==> config.mk <==
export PLATFORM = sky130hd
export DESIGN_NAME = qspi_flash_arb
export DESIGN_NICKNAME = d
export VERILOG_FILES = /design/src/rtl/qspi_arb_pkg.sv /design/src/rtl/qspi_arb_timer.sv /design/src/rtl/qspi_flash_arb.sv
export SDC_FILE = /design/constraint.sdc
export NUM_CORES = 1
export LEC_CHECK = 0
export ABC_AREA = 1
export CELL_PAD_IN_SITES_DETAIL_PLACEMENT = 1
export CELL_PAD_IN_SITES_GLOBAL_PLACEMENT = 1
export CORE_ASPECT_RATIO = 0.9
export CORE_MARGIN = 2
export CORE_UTILIZATION = 31
export DETAILED_ROUTE_END_ITERATION = 12
export PLACE_DENSITY = 0.93
export SLEW_MARGIN = 20
export SYNTH_ARGS = -nofsm -noshare
export SYNTH_HDL_FRONTEND = slang
export SYNTH_SLANG_ARGS = --single-unit
==> constraint.sdc <==
create_clock -name clk -period 3.6 [get_ports clk]
set_input_delay 0.72 -clock clk [delete_from_list [all_inputs] [get_ports clk]]
set_output_delay 0.72 -clock clk [all_outputs]
set_load 0.05 [all_outputs]
==> src/rtl/qspi_arb_pkg.sv <==
// Shared types and constants for the two-requester qspi flash transaction arbiter.
package qspi_arb_pkg;

  typedef enum logic [1:0] {
    ST_IDLE = 2'd0,
    ST_CMD  = 2'd1,
    ST_RSP  = 2'd2
  } arb_state_e;

  localparam logic REQ0 = 1'b0;
  localparam logic REQ1 = 1'b1;

  localparam int unsigned TO_CYC_DEFAULT = 50000;

endpackage

==> src/rtl/qspi_arb_timer.sv <==
// Readback watchdog: clearable, enabled, saturating up-counter that flags TO_CYC-1.
module qspi_arb_timer
  import qspi_arb_pkg::*;
#(
  parameter int unsigned          TO_BITS = 16,
  parameter logic [TO_BITS-1:0]   TO_CYC  = TO_BITS'(TO_CYC_DEFAULT)
) (
  input  logic clk,
  input  logic reset_n,
  input  logic clear,
  input  logic enable,
  output logic tc
);

  localparam logic [TO_BITS-1:0] TC_VAL = TO_CYC - TO_BITS'(1);

  logic [TO_BITS-1:0] count_q, count_d;

  always_comb begin
    count_d = count_q;
    if (clear) begin
      count_d = '0;
    end else if (enable && (count_q != '1)) begin
      count_d = count_q + TO_BITS'(1);
    end
  end

  always_ff @(posedge clk or negedge reset_n) begin
    if (!reset_n) begin
      count_q <= '0;
    end else begin
      count_q <= count_d;
    end
  end

  assign tc = (count_q == TC_VAL);

endmodule

==> src/rtl/qspi_flash_arb.sv <==
// Grants one of two requesters a whole flash transaction (command packet plus
// optional readback packet) with round-robin tie-breaking and a readback timeout.
module qspi_flash_arb
  import qspi_arb_pkg::*;
#(
  parameter int unsigned          DATA_W  = 8,
  parameter int unsigned          TO_BITS = 16,
  parameter logic [TO_BITS-1:0]   TO_CYC  = TO_BITS'(TO_CYC_DEFAULT)
) (
  input  logic              clk,
  input  logic              reset_n,
  input  logic [DATA_W-1:0] s0_cmd_data,
  input  logic              s0_cmd_tlast,
  input  logic              s0_cmd_rsp,
  input  logic              s0_cmd_valid,
  output logic              s0_cmd_ready,
  input  logic [DATA_W-1:0] s1_cmd_data,
  input  logic              s1_cmd_tlast,
  input  logic              s1_cmd_rsp,
  input  logic              s1_cmd_valid,
  output logic              s1_cmd_ready,
  output logic [DATA_W-1:0] m_cmd_data,
  output logic              m_cmd_tlast,
  output logic              m_cmd_valid,
  input  logic              m_cmd_ready,
  input  logic [DATA_W-1:0] m_rsp_data,
  input  logic              m_rsp_tlast,
  input  logic              m_rsp_valid,
  output logic              m_rsp_ready,
  output logic [DATA_W-1:0] s0_rsp_data,
  output logic              s0_rsp_tlast,
  output logic              s0_rsp_valid,
  input  logic              s0_rsp_ready,
  output logic [DATA_W-1:0] s1_rsp_data,
  output logic              s1_rsp_tlast,
  output logic              s1_rsp_valid,
  input  logic              s1_rsp_ready,
  output logic [1:0]        grant,
  output logic [1:0]        to_err
);

  arb_state_e state_q, state_d;
  logic [1:0] grant_q, grant_d;
  logic [1:0] to_err_q, to_err_d;
  logic       rr_last_q, rr_last_d;
  logic       rsp_exp_q, rsp_exp_d;
  logic       first_q, first_d;

  logic owner, winner;
  logic in_cmd, in_rsp;
  logic own_cmd_valid, own_cmd_tlast, own_cmd_rsp, own_rsp_ready;
  logic cmd_hs, rsp_hs, rsp_now, timeout;
  logic tmr_clr, tmr_en, tmr_tc;

  assign owner  = grant_q[1];
  assign in_cmd = (state_q == ST_CMD);
  assign in_rsp = (state_q == ST_RSP);

  // On a tie the requester that did not win last time goes next.
  assign winner = (s0_cmd_valid && s1_cmd_valid) ? ~rr_last_q : s1_cmd_valid;

  assign own_cmd_valid = (owner == REQ1) ? s1_cmd_valid : s0_cmd_valid;
  assign own_cmd_tlast = (owner == REQ1) ? s1_cmd_tlast : s0_cmd_tlast;
  assign own_cmd_rsp   = (owner == REQ1) ? s1_cmd_rsp   : s0_cmd_rsp;
  assign own_rsp_ready = (owner == REQ1) ? s1_rsp_ready : s0_rsp_ready;

  assign m_cmd_valid  = in_cmd && own_cmd_valid;
  assign m_cmd_tlast  = in_cmd && own_cmd_tlast;
  assign m_cmd_data   = (owner == REQ1) ? s1_cmd_data : s0_cmd_data;
  assign s0_cmd_ready = in_cmd && (owner == REQ0) && m_cmd_ready;
  assign s1_cmd_ready = in_cmd && (owner == REQ1) && m_cmd_ready;

  // Idle keeps the flash drained so late beats from an aborted read are dropped.
  assign m_rsp_ready  = (state_q == ST_IDLE) || (in_rsp && own_rsp_ready);
  assign s0_rsp_valid = in_rsp && (owner == REQ0) && m_rsp_valid;
  assign s1_rsp_valid = in_rsp && (owner == REQ1) && m_rsp_valid;
  assign s0_rsp_tlast = in_rsp && (owner == REQ0) && m_rsp_tlast;
  assign s1_rsp_tlast = in_rsp && (owner == REQ1) && m_rsp_tlast;
  assign s0_rsp_data  = m_rsp_data;
  assign s1_rsp_data  = m_rsp_data;

  assign cmd_hs  = m_cmd_valid && m_cmd_ready;
  assign rsp_hs  = in_rsp && m_rsp_valid && own_rsp_ready;
  assign rsp_now = first_q ? own_cmd_rsp : rsp_exp_q;
  assign timeout = in_rsp && tmr_tc && !rsp_hs;

  assign tmr_clr = !in_rsp || rsp_hs;
  assign tmr_en  = in_rsp && !m_rsp_valid;

  qspi_arb_timer #(
    .TO_BITS (TO_BITS),
    .TO_CYC  (TO_CYC)
  ) u_timer (
    .clk     (clk),
    .reset_n (reset_n),
    .clear   (tmr_clr),
    .enable  (tmr_en),
    .tc      (tmr_tc)
  );

  always_comb begin
    state_d   = state_q;
    grant_d   = grant_q;
    to_err_d  = '0;
    rr_last_d = rr_last_q;
    rsp_exp_d = rsp_exp_q;
    first_d   = first_q;
    unique case (state_q)
      ST_IDLE: begin
        if (s0_cmd_valid || s1_cmd_valid) begin
          grant_d   = winner ? 2'b10 : 2'b01;
          rr_last_d = winner;
          first_d   = 1'b1;
          state_d   = ST_CMD;
        end
      end
      ST_CMD: begin
        if (cmd_hs) begin
          first_d = 1'b0;
          if (first_q) begin
            rsp_exp_d = own_cmd_rsp;
          end
          if (own_cmd_tlast) begin
            if (rsp_now) begin
              state_d = ST_RSP;
            end else begin
              state_d = ST_IDLE;
              grant_d = '0;
            end
          end
        end
      end
      ST_RSP: begin
        if (rsp_hs && m_rsp_tlast) begin
          state_d = ST_IDLE;
          grant_d = '0;
        end else if (timeout) begin
          to_err_d = grant_q;
          state_d  = ST_IDLE;
          grant_d  = '0;
        end
      end
      default: begin
        state_d = ST_IDLE;
        grant_d = '0;
      end
    endcase
  end

  always_ff @(posedge clk or negedge reset_n) begin
    if (!reset_n) begin
      state_q   <= ST_IDLE;
      grant_q   <= '0;
      to_err_q  <= '0;
      rr_last_q <= 1'b1;
      rsp_exp_q <= 1'b0;
      first_q   <= 1'b0;
    end else begin
      state_q   <= state_d;
      grant_q   <= grant_d;
      to_err_q  <= to_err_d;
      rr_last_q <= rr_last_d;
      rsp_exp_q <= rsp_exp_d;
      first_q   <= first_d;
    end
  end

  assign grant  = grant_q;
  assign to_err = to_err_q;

endmodule

==> results list <==
* Maximum level of the CTS H-tree: 1
* Net switching fraction of the power: 0.501
- Detailed routing inserted a total of 1848 vias.
* Residual overflow from global routing: 0
* Area added between synthesis and finish: 26.7%
- For the pin with the worst max-slew slack, the measured transition is 578 ps.
- Worst reg2reg startpoint: u_timer.count_q[0]
- The number of max-slew violations in the final report was 0.
- Clock sink total: 25
- Port buffering added 49 buffers.
- Worst hold-check slack: 468 ps
* Final clock period utilization by the worst path: 0.877
- Cts repair resizes: 0
- For this run, the register share of the synthesized area comes to 0.349.
- The number of antenna violations at the first check in global routing was 0.
- Area enclosed by the die boundary: 6420 µm²
- Register-to-register path setup slack: 1440 ps
- Clock tree synthesis selected as its root buffer the cell clkbuf_8.
- For this design the static power due to leakage is 1.04 nW.
- Overall power after layout: 1.28 mW
- Before antenna repair, the detailed router went through 5 iterations.
- Of the total power, the clock network draws 0.135.
- Summing every instance area after synthesis gives 1800 µm².
* Most common cell in the netlist: nand2_1
- Yosys printed 0 warnings.
- For the worst flop-to-flop path, the logic depth is 9.
- Setup violations, final: 0
- For the final routed database, the setup TNS stands at 0 ps.
- Total core area: 5630 µm²
- The die is 76.2 µm tall.
- Starting utilization of the core area: 0.319
- In this run the tightest slew margin relative to its limit is 0.614.
- Dividing the detail-routed via count by the number of cells gives 4.93.
- Placed cell areas: 2230 µm²
- The worst path in the final design needs a cycle of 3160 ps, including I/O delays and setup.
- Sorting the synthesized cells by area gives the leading types as dfrtp_1, nand2_1, buf_4, inv_1, nand3_1.
- Dividing total power by cell area gives a power density of 562 nW/µm².
* Fraction of synthesis flops using an asynchronous set or reset pin: 1.00
- TritonCTS built the clock tree.
- Layout Cell Area excl Fill: 2270 µm²
* Crit path max fanout: 3
- Internal power comes to 638 µW.
- The share of total power dissipated in sequential elements is 0.274.
- Pre-CTS setup slack: 431 ps
- Data on the critical path arrives at its endpoint at 2440 ps.
* Largest net degree at the start of global routing: 26
- Insertion delay to the later sink of the worst-skew pair: 270 ps
- Leading area contributor after synthesis: dfrtp_1
- Detailed-route wire length: 5300 µm
* Std-Cell Rows: 26
- Leading register cell type out of synthesis: dfrtp_1
* Class of the tightest hold or removal check: reg -> reg
- In this run, synthesis inferred 0 flip-flops with an integrated enable.
- Detailed Place HPWL: 4050 µm
- Endpoints failing hold: 0
- The worst hold path passes through 2 cells.
* Number of buffers on the longest clock path: 2
* Number of nets in the layout: 344
* Maximum resistive drop on vdd: 418 µV
* Maximum capacitance violations: 0
- First-pass GRT wire length: 8930 µm
- Number of placed I/O pins: 74
- Of the total power, combinational logic draws 0.591.
* Share of layout cells above drive strength 1: 0.0590
- The flow ran to the end, and the final reports show no timing, DRC or antenna violations.
- Counting distinct cell types in the post-synthesis netlist gives 30.
- Counting flops and latches in the post-synthesis netlist gives 25.
- Clock skew on the completed layout was measured at 8.01 ps.
- CTS Hold Bufs: 0
- For hold timing, the worst endpoint is rr_last_q.
- Average cell area after synthesis: 6.60 µm²
* Area share of the leading cell type in the synthesized netlist: 0.334
- Upper clock frequency limit: 0.317 GHz
* Endpoint class of the critical path: output port
* CP required: 2880 ps
- Setup slack closes at 441 ps.
* Origin of the worst min-delay path: rr_last_q
* Setup repair after global routing missed its margin: false
- Post-synth net total: 310
- Fillers: 708
* Clock slew at the register clock pins of the worst setup and hold paths: 90 ps
* Detail Route Antenna Nets: 0
- All-Layer GR Usage: 0.167
* Type of the worst setup path: in -> out
- Summed over all nets, the switching power comes to 640 µW.
* Post-CTS Setup Bufs: 0
- Final weighted congestion in routability-driven placement: 0.807
* Number of global-route vias before repair: 1906
- Capture instance of the worst register-to-register path: u_timer.count_q[2]
- The worst setup path is launched from a primary input.
- The first routing iteration left 103 violations.
- In the routed design, unresolved DRC markers number 0.
- After detailed routing, the average wire length per cell comes to 14.1 µm.
- Number of antenna repair diodes: 0
* Width of the chip: 84.2 µm
- Counting instances in the post-synthesis netlist gives the leading cell types as nand2_1, inv_1, nor2_1, dfrtp_1, nand3_1.
- Cts bufs inserted: 3
- Synthesis handed over a netlist of 272 instances.
## cells by family after synthesis
logic type      Yosys count  synth area share
simple gates            162             0.392
xor+xnor                  3            0.0146
flops                    25             0.349
fa+ha+maj                 1           0.00697
buf+inv                  55             0.159
compound gates           26            0.0787
## how the worst max path moves through the flow
stage	from	end	slack (ps)	cells after the start
floorplan	grant[1]	s1_rsp_valid	680	4
global placement	s0_cmd_valid	m_cmd_valid	500	6
detailed placement	s0_cmd_valid	m_cmd_valid	430	6
CTS	s0_cmd_valid	m_cmd_valid	440	6
global route	s0_cmd_valid	m_cmd_valid	300	6
finish	s0_cmd_valid	m_cmd_valid	440	6
## sequential cells by signal (all words and copies together) (netlist names)
register         flops
u_timer.count_q     16
grant                2
state_q              2
to_err               2
first_q              1
rr_last_q            1
rsp_exp_q            1
## per-stage QoR
stage	std cells	util
2_1_floorplan	272	-
3_3_place_gp	371	0.396
3_5_place_dp	371	0.396
4_1_cts	375	0.404
5_1_grt	375	0.404
6_report	375	0.404
## worst max-delay path: stages
cell             delay, ps
clkdlybuf4s50_1        480
inv_1                   70
o21ai_0                200
nand2_1                 80
inv_1                   90
clkdlybuf4s50_1        800
## cell usage in the layout, fill, tap and decap left out
| master | n |
|---|---|
| buf_4 | 2 |
| o21ai_1 | 3 |
| o21bai_1 | 1 |
| nor2_4 | 2 |
| o211ai_1 | 1 |
| clkdlybuf4s50_1 | 49 |
| inv_4 | 1 |
| nor2_1 | 25 |
| a21boi_0 | 1 |
| inv_1 | 30 |
| xor2_1 | 3 |
| dfstp_2 | 1 |
| a21oi_1 | 5 |
| o21ai_0 | 14 |
| clkbuf_8 | 3 |
| nor2_2 | 1 |
| nand3b_1 | 1 |
| clkbuf_1 | 1 |
| nand2_4 | 1 |
| o21ai_2 | 1 |
| nand3_1 | 20 |
| or2_2 | 2 |
| inv_2 | 2 |
| nand2_2 | 1 |
| nor3_2 | 1 |
| nand2_1 | 91 |
| dfrtp_1 | 24 |
| nor3_1 | 12 |
| ha_1 | 1 |
| nand4_1 | 5 |
## final cells by class
cell class | instances | area, µm² | share of cell area
multi-input cells | 192 | 883 | 0.388
inverters | 33 | 126 | 0.0556
clock buffers | 4 | 45.0 | 0.0198
repair buffers | 51 | 505 | 0.222
well taps | 70 | 87.6 | 0.0385
flip-flops and latches | 25 | 627 | 0.276
## layer usage
layer / vias up / share of wire / track usage
met1: 904 / 0.44 / 0.199
met3: 6 / 0.039 / 0.0347
met2: 31 / 0.51 / 0.310
met5: - / 0 / 0
li1: 907 / - / -
met4: 0 / 0.010 / 0.0323
## power groups by stage
stage | Combinational, mW | Sequential [mW] | Clock [mW]
final | 0.755 | 0.351 | 0.172
after global routing | 0.823 | 0.357 | 0.187
after CTS | 0.762 | 0.350 | 0.177
after detailed placement | 0.760 | 0.355 | 0
after global placement | 0.744 | 0.353 | 0
after floorplan | 0.538 | 0.376 | 0
Note: power is estimated with default switching activity, not from simulation.
